--- config.mk ---
export PLATFORM = sky130hd
export DESIGN_NAME = xor_rr_sequencer_flat
export DESIGN_NICKNAME = d
export VERILOG_FILES = /design/src/rtl/xor_seq_pkg.sv /design/src/rtl/xor_rr_sequencer_if.sv /design/src/rtl/xor_rr_sequencer_xor.sv /design/src/rtl/xor_rr_sequencer.sv /design/src/flat_wrapper.sv
export SDC_FILE = /design/constraint.sdc
export NUM_CORES = 1
export LEC_CHECK = 0
export ABC_CLOCK_PERIOD_IN_PS = 4700
export CAP_MARGIN = 30
export CELL_PAD_IN_SITES_DETAIL_PLACEMENT = 2
export CELL_PAD_IN_SITES_GLOBAL_PLACEMENT = 2
export CORE_MARGIN = 1.5
export CORE_UTILIZATION = 27
export DETAILED_ROUTE_END_ITERATION = 10
export HOLD_SLACK_MARGIN = 0.15
export PLACE_DENSITY_LB_ADDON = 0.15
export SLEW_MARGIN = 5
export SYNTH_ARGS = -nofsm -noshare
export SYNTH_HDL_FRONTEND = slang
export SYNTH_HIERARCHICAL = 1
export SYNTH_SLANG_ARGS = --single-unit
--- constraint.sdc ---
create_clock -name clk -period 4.7 [get_ports clk]
set_input_delay 0.47 -clock clk [delete_from_list [all_inputs] [get_ports clk]]
set_output_delay 0.47 -clock clk [all_outputs]
set_load 0.02 [all_outputs]
--- src/rtl/xor_seq_pkg.sv ---
// Shared definitions for the round-robin Xor sequencer: FSM state encoding and a
// width helper for the id and bit-counter sizes.
package xor_seq_pkg;

  typedef enum logic [1:0] {
    S_IDLE = 2'd0,
    S_RUN  = 2'd1,
    S_DONE = 2'd2
  } state_e;

  function automatic int clog2(input int value);
    int res;
    res = 0;
    for (int i = 0; i < 31; i++) begin
      if ((32'sd1 <<< i) < value) res = i + 1;
    end
    return res;
  endfunction

endpackage

--- src/rtl/xor_rr_sequencer_if.sv ---
// Request/response bundle between the requesters, the sequencer and the result consumer.
interface xor_rr_sequencer_if #(
  parameter int N_REQ = 4,
  parameter int W     = 8,
  parameter int IDW   = 2
);
  logic [N_REQ-1:0]   req_valid;
  logic [N_REQ-1:0]   req_ready;
  logic [N_REQ*W-1:0] req_a;
  logic [N_REQ*W-1:0] req_b;
  logic               rsp_valid;
  logic               rsp_ready;
  logic [W-1:0]       rsp_data;
  logic [IDW-1:0]     rsp_id;
  logic               busy;

  modport master (
    output req_valid, req_a, req_b, rsp_ready,
    input  req_ready, rsp_valid, rsp_data, rsp_id, busy
  );

  modport slave (
    input  req_valid, req_a, req_b, rsp_ready,
    output req_ready, rsp_valid, rsp_data, rsp_id, busy
  );
endinterface

--- src/rtl/xor_rr_sequencer_xor.sv ---
// The shared 1-bit Xor gate that every served request is streamed through.
module xor_gate (
  input  logic i0,
  input  logic i1,
  output logic out
);
  assign out = i0 ^ i1;
endmodule

--- src/rtl/xor_rr_sequencer.sv ---
// Round-robin sequencer: grants one requester, streams its operand pair LSB first
// through the single shared Xor gate and returns the word result with the winner's id.
module xor_rr_sequencer
  import xor_seq_pkg::*;
#(
  parameter int N_REQ = 4,
  parameter int W     = 8,
  parameter int IDW   = clog2(N_REQ)
) (
  input logic               clk,
  input logic               rst_n,
  xor_rr_sequencer_if.slave bus
);
  localparam int CW = (clog2(W) < 1) ? 1 : clog2(W);
  localparam logic [CW-1:0]  CNT_LAST = CW'(W - 1);
  localparam logic [CW-1:0]  CNT_ONE  = CW'(1);
  localparam logic [IDW-1:0] PTR_LAST = IDW'(N_REQ - 1);
  localparam logic [IDW-1:0] PTR_ONE  = IDW'(1);
  localparam logic [IDW:0]   N_EXT    = (IDW + 1)'(N_REQ);

  state_e         state_r;
  logic [IDW-1:0] ptr_r;
  logic [IDW-1:0] id_r;
  logic [CW-1:0]  cnt_r;
  logic [W-1:0]   a_r;
  logic [W-1:0]   b_r;
  logic [W-1:0]   res_r;
  logic           rsp_valid_r;
  logic           busy_r;

  logic           any_s;
  logic [IDW-1:0] win_s;
  logic [IDW-1:0] idx_s;
  logic [IDW:0]   sum_s;
  logic [N_REQ-1:0] grant_s;
  logic           xor_i0_s;
  logic           xor_i1_s;
  logic           xor_out_s;

  // Priority scan over the requesters starting at ptr, wrapping modulo N_REQ
  always_comb begin
    any_s = 1'b0;
    win_s = '0;
    sum_s = '0;
    idx_s = '0;
    for (int k = 0; k < N_REQ; k++) begin
      sum_s = {1'b0, ptr_r} + (IDW + 1)'(k);
      if (sum_s >= N_EXT) begin
        idx_s = IDW'(sum_s - N_EXT);
      end else begin
        idx_s = IDW'(sum_s);
      end
      if (!any_s && bus.req_valid[idx_s]) begin
        any_s = 1'b1;
        win_s = idx_s;
      end else begin
        any_s = any_s;
      end
    end
  end

  // Accept strobe is combinational so the winner sees it in the accepting cycle
  always_comb begin
    grant_s = '0;
    if (rst_n && (state_r == S_IDLE) && any_s) begin
      grant_s[win_s] = 1'b1;
    end else begin
      grant_s = '0;
    end
  end

  assign xor_i0_s = a_r[cnt_r];
  assign xor_i1_s = b_r[cnt_r];

  xor_gate u_xor (
    .i0  (xor_i0_s),
    .i1  (xor_i1_s),
    .out (xor_out_s)
  );

  // Sequencer FSM: accept, stream W bits through the gate, hold the result until taken
  always_ff @(posedge clk) begin
    if (!rst_n) begin
      state_r     <= S_IDLE;
      ptr_r       <= '0;
      id_r        <= '0;
      cnt_r       <= '0;
      a_r         <= '0;
      b_r         <= '0;
      res_r       <= '0;
      rsp_valid_r <= 1'b0;
      busy_r      <= 1'b0;
    end else begin
      case (state_r)
        S_IDLE: begin
          if (any_s) begin
            a_r     <= bus.req_a[win_s*W +: W];
            b_r     <= bus.req_b[win_s*W +: W];
            id_r    <= win_s;
            ptr_r   <= (win_s == PTR_LAST) ? '0 : win_s + PTR_ONE;
            cnt_r   <= '0;
            busy_r  <= 1'b1;
            state_r <= S_RUN;
          end
        end
        S_RUN: begin
          res_r[cnt_r] <= xor_out_s;
          cnt_r        <= cnt_r + CNT_ONE;
          if (cnt_r == CNT_LAST) begin
            rsp_valid_r <= 1'b1;
            state_r     <= S_DONE;
          end
        end
        S_DONE: begin
          if (bus.rsp_ready) begin
            rsp_valid_r <= 1'b0;
            busy_r      <= 1'b0;
            state_r     <= S_IDLE;
          end
        end
        default: begin
          rsp_valid_r <= 1'b0;
          busy_r      <= 1'b0;
          state_r     <= S_IDLE;
        end
      endcase
    end
  end

  assign bus.req_ready = grant_s;
  assign bus.rsp_valid = rsp_valid_r;
  assign bus.rsp_data  = res_r;
  assign bus.rsp_id    = id_r;
  assign bus.busy      = busy_r;

endmodule
--- src/flat_wrapper.sv ---
// flat-port wrapper written by rule: the top's interface ports become plain ports
module xor_rr_sequencer_flat import xor_seq_pkg::*;
#(
  parameter int N_REQ = 4,
  parameter int W     = 8,
  parameter int IDW   = clog2(N_REQ)
)
  (clk, rst_n, bus_req_valid, bus_req_a, bus_req_b, bus_rsp_ready, bus_req_ready, bus_rsp_valid, bus_rsp_data, bus_rsp_id, bus_busy);
  xor_rr_sequencer_if #(.N_REQ(N_REQ), .W(W), .IDW(IDW)) bus_i ();
  input logic clk;
  input logic rst_n;
  input wire logic [$bits(bus_i.req_valid)-1:0] bus_req_valid;
  input wire logic [$bits(bus_i.req_a)-1:0] bus_req_a;
  input wire logic [$bits(bus_i.req_b)-1:0] bus_req_b;
  input wire logic [$bits(bus_i.rsp_ready)-1:0] bus_rsp_ready;
  output wire logic [$bits(bus_i.req_ready)-1:0] bus_req_ready;
  output wire logic [$bits(bus_i.rsp_valid)-1:0] bus_rsp_valid;
  output wire logic [$bits(bus_i.rsp_data)-1:0] bus_rsp_data;
  output wire logic [$bits(bus_i.rsp_id)-1:0] bus_rsp_id;
  output wire logic [$bits(bus_i.busy)-1:0] bus_busy;
  assign bus_i.req_valid = bus_req_valid;
  assign bus_i.req_a = bus_req_a;
  assign bus_i.req_b = bus_req_b;
  assign bus_i.rsp_ready = bus_rsp_ready;
  assign bus_req_ready = bus_i.req_ready;
  assign bus_rsp_valid = bus_i.rsp_valid;
  assign bus_rsp_data = bus_i.rsp_data;
  assign bus_rsp_id = bus_i.rsp_id;
  assign bus_busy = bus_i.busy;
  xor_rr_sequencer #(.N_REQ(N_REQ), .W(W), .IDW(IDW)) u_core (.clk(clk), .rst_n(rst_n), .bus(bus_i));
endmodule
==> impl_results.md <==
- Status: finished clean
- WHS: 0.475 ns
- Number of clock sinks: 35
- DRC viols: 0
- Syn nets: 281
- Post-DP HPWL: about 4800 microns
- Iter 0 DRT Violations: 45
- Switching Share: approximately 30%
- Flop pwr share: 42.8%
- Max Slew Vio Count: 0
- Seq/Total Area, Yosys: 33.6%
- Vias in the first global route: around 2,100
- Area taken by multi-input logic gates: 1270 sq um
- Post-CTS Setup Inserts: 0
- Tmin final: 3.41 ns
- Fin crit share: around 73%
- Total grt overflow: 0
- Power Dens Cells: 258 nW/um^2
- RSZ-0062 raised after global routing: no
- Initial antenna violation count: 0
- Static Leak: around 1.2 nW
- Critical Path Fanout Max: 37
- Top cell type's share of synthesized area: between 30% and 40%
- Achievable Freq: approximately 290 MHz
- Ant. Diodes: 0
- Area growth, synth to finish: 47.2%
- Most frequent cell after synthesis: mux2i_1
- Tot Pwr: 0.793 mW
- Cell Area, Synth: 2090 sq um
- Synth Area per Inst: 10.1 sq um
- Drt total wl: 6230 microns
- Final GP Congestion: 0.713
- Gate power share: 29.7%
- Die W: roughly 91 microns
- Asr flop ratio synth: 0%
- H-tree depth: 2
- Crit Reg-Reg Startpoint: u_core/cnt_r[1]
- Max VDD drop: 0.110 mV
- Seq. cell area: around 700 sq um
- Maximum buffer depth of the clock tree: 2
- Fillers: 815
- Num CTS Buffers: 5
- DR WL/cell: 16.1 microns
- Worst path arrival time: 2.94 ns
- Area contributors post-synth: dfxtp_1, mux2i_1, o221ai_2, nor2b_1, mux4_2
- Post-synth top area cell: dfxtp_1
- Post-route ant nets: 0
- Synth cell count leaders: mux2i_1, dfxtp_1, nand2_1
- Via/cell ratio: between 4 and 5
- Post-placement cell count: 380
- IO Pins: 87
- Setup TNS: 0 ns
- CTS tree: built
- Primary FF master, synth: dfxtp_1
- Worst EP required: 4.23 ns
- Final setup fails: 0
- Largest net degree at the start of global routing: 38
- Int Pwr: about 0.56 mW
- CP Class: in -> out
- Switch Pwr: 0.236 mW
- Synth warn: 6
- HP Class: reg -> reg
- Register bit total from synthesis: 35
- Via count: 1,871
- Worst skew pair latency: 0.29 ns
- Clk slew on worst S/H paths: 0.07 ns
- Max_cap viols: 0
- Slew @ Worst Pin: 0.719 ns
- Initial Util: 28.3%
- Clock power frac: 27.4%
- Final hold viol count: 0
- Critical Path Start: bus_req_valid[0]
- Root Buffer: clkbuf_8
- Number of nets in the layout: 362
- Hold_buf cts: 0
- Distinct cell type count after synthesis: 36
- Worst clock skew: ~0.0077 ns
- EDFF count, synth: 0
- Post-route insts no fill: 388
- Layout cells sized above 1: slightly above 10%
- Row Count: 31
- Resized cells post-CTS: 0
- Min-delay src: u_core/bus.rsp_data[0]
- Setup crit start kind: input port
- Total GRT Usage: 16.0%
- Core area: 7370 sq um
- Relative slew slack: 51.9%
- First-pass DRT Iterations: 3
- Mapped Cells: 207
- First-pass GRT wire length: between 10,000 and 15,000 microns
- Setup crit end kind: output port
- Input/output buffers: 86
- Die Ht: 90.9 microns
- Die ar.: 8270 sq um
- Fin util: 41.7%
worst max-delay path, stage by stage:
cell and delay (ns):
clkdlybuf4s50_1 0.48, nor2b_1 0.18, or4_4 0.56, nand2_8 0.29
ha_1 0.21, and3_1 0.15, clkdlybuf4s50_1 0.60
layer usage:
| layer | up-vias | GRT usage [%] | wire length [microns] |
|---|---|---|---|
| met4 | 0 | 4.43 | 85 |
| li1 | 918 | - | - |
| met5 | - | 0 | 0 |
| met3 | 8 | 3.77 | 248 |
| met2 | 49 | 28.4 | 3160 |
| met1 | 896 | 19.1 | 2740 |
state kept, by name (all words and copies together), names as in the netlist:
signal	count
u_core/a_r	8
u_core/bus.rsp_data	8
u_core/cnt_r	3
u_core/b_r	8
u_core/bus.busy	1
u_core/bus.rsp_valid	1
u_core/bus.rsp_id	2
u_core/state_r	2
u_core/ptr_r	2
placed cells by master, fill, tap and decap left out, types with 3 or more instances in the layout:
master / count
nor2_1: 10
a21oi_1: 6
clkbuf_8: 5
o221ai_2: 10
nand2_1: 24
ha_1: 3
clkdlybuf4s50_1: 86
mux2i_1: 41
nand3_1: 4
dfxtp_1: 35
nor2b_1: 18
o21ai_0: 3
o221ai_1: 7
inv_1: 3
mux4_2: 4
through the flow:
step	instance area [sq um]	setup WS [ns]
2_1_floorplan	2090	2.42
3_3_place_gp	2980	1.29
3_5_place_dp	2990	1.26
4_1_cts	3070	1.24
5_1_grt	3070	1.12
6_report	3070	1.29
power by group through the flow:
stage                     registers [mW]  clock network (mW)  logic (mW)
final                              0.340               0.218       0.236
after global routing               0.343               0.241       0.259
after CTS                          0.340               0.225       0.242
after detailed placement           0.347                   0       0.241
after global placement             0.346                   0       0.235
after floorplan                    0.343                   0       0.153
final cells by class:
type                            count  area share [%]
Multi-Input combinational cell    154            41.2
Inverter                            3           0.366
Clock buffer                        6            2.36
Tap cell                           99            4.03
Clock inverter                      2           0.407
Sequential cell                    35            22.8
Timing Repair Buffer               89            28.9
cells by family after synthesis:
family	Yosys count	share of synthesized area, %
adders and majority gates	3	1.80
DFF	35	33.6
muxes	47	25.0
buffers and inverters	18	5.81
and+or+nand+nor	70	18.5
xor gates and xnor gates	1	0.419
AOI/OAI and AO/OA	33	14.9
worst paths after layout:
| check | slack [ns] | cells after the start | endpoint |
|---|---|---|---|
| setup / recovery | 1.29 | 7 | bus_req_ready[1] |
| hold / removal | 0.47 | 2 | u_core/bus.rsp_data[0] |
| hold reg to reg | 0.47 | 2 | u_core/bus.rsp_data[0] |
| setup reg to reg | 2.20 | 5 | u_core/bus.rsp_data[6] |
(Power assumes the default switching activity.)
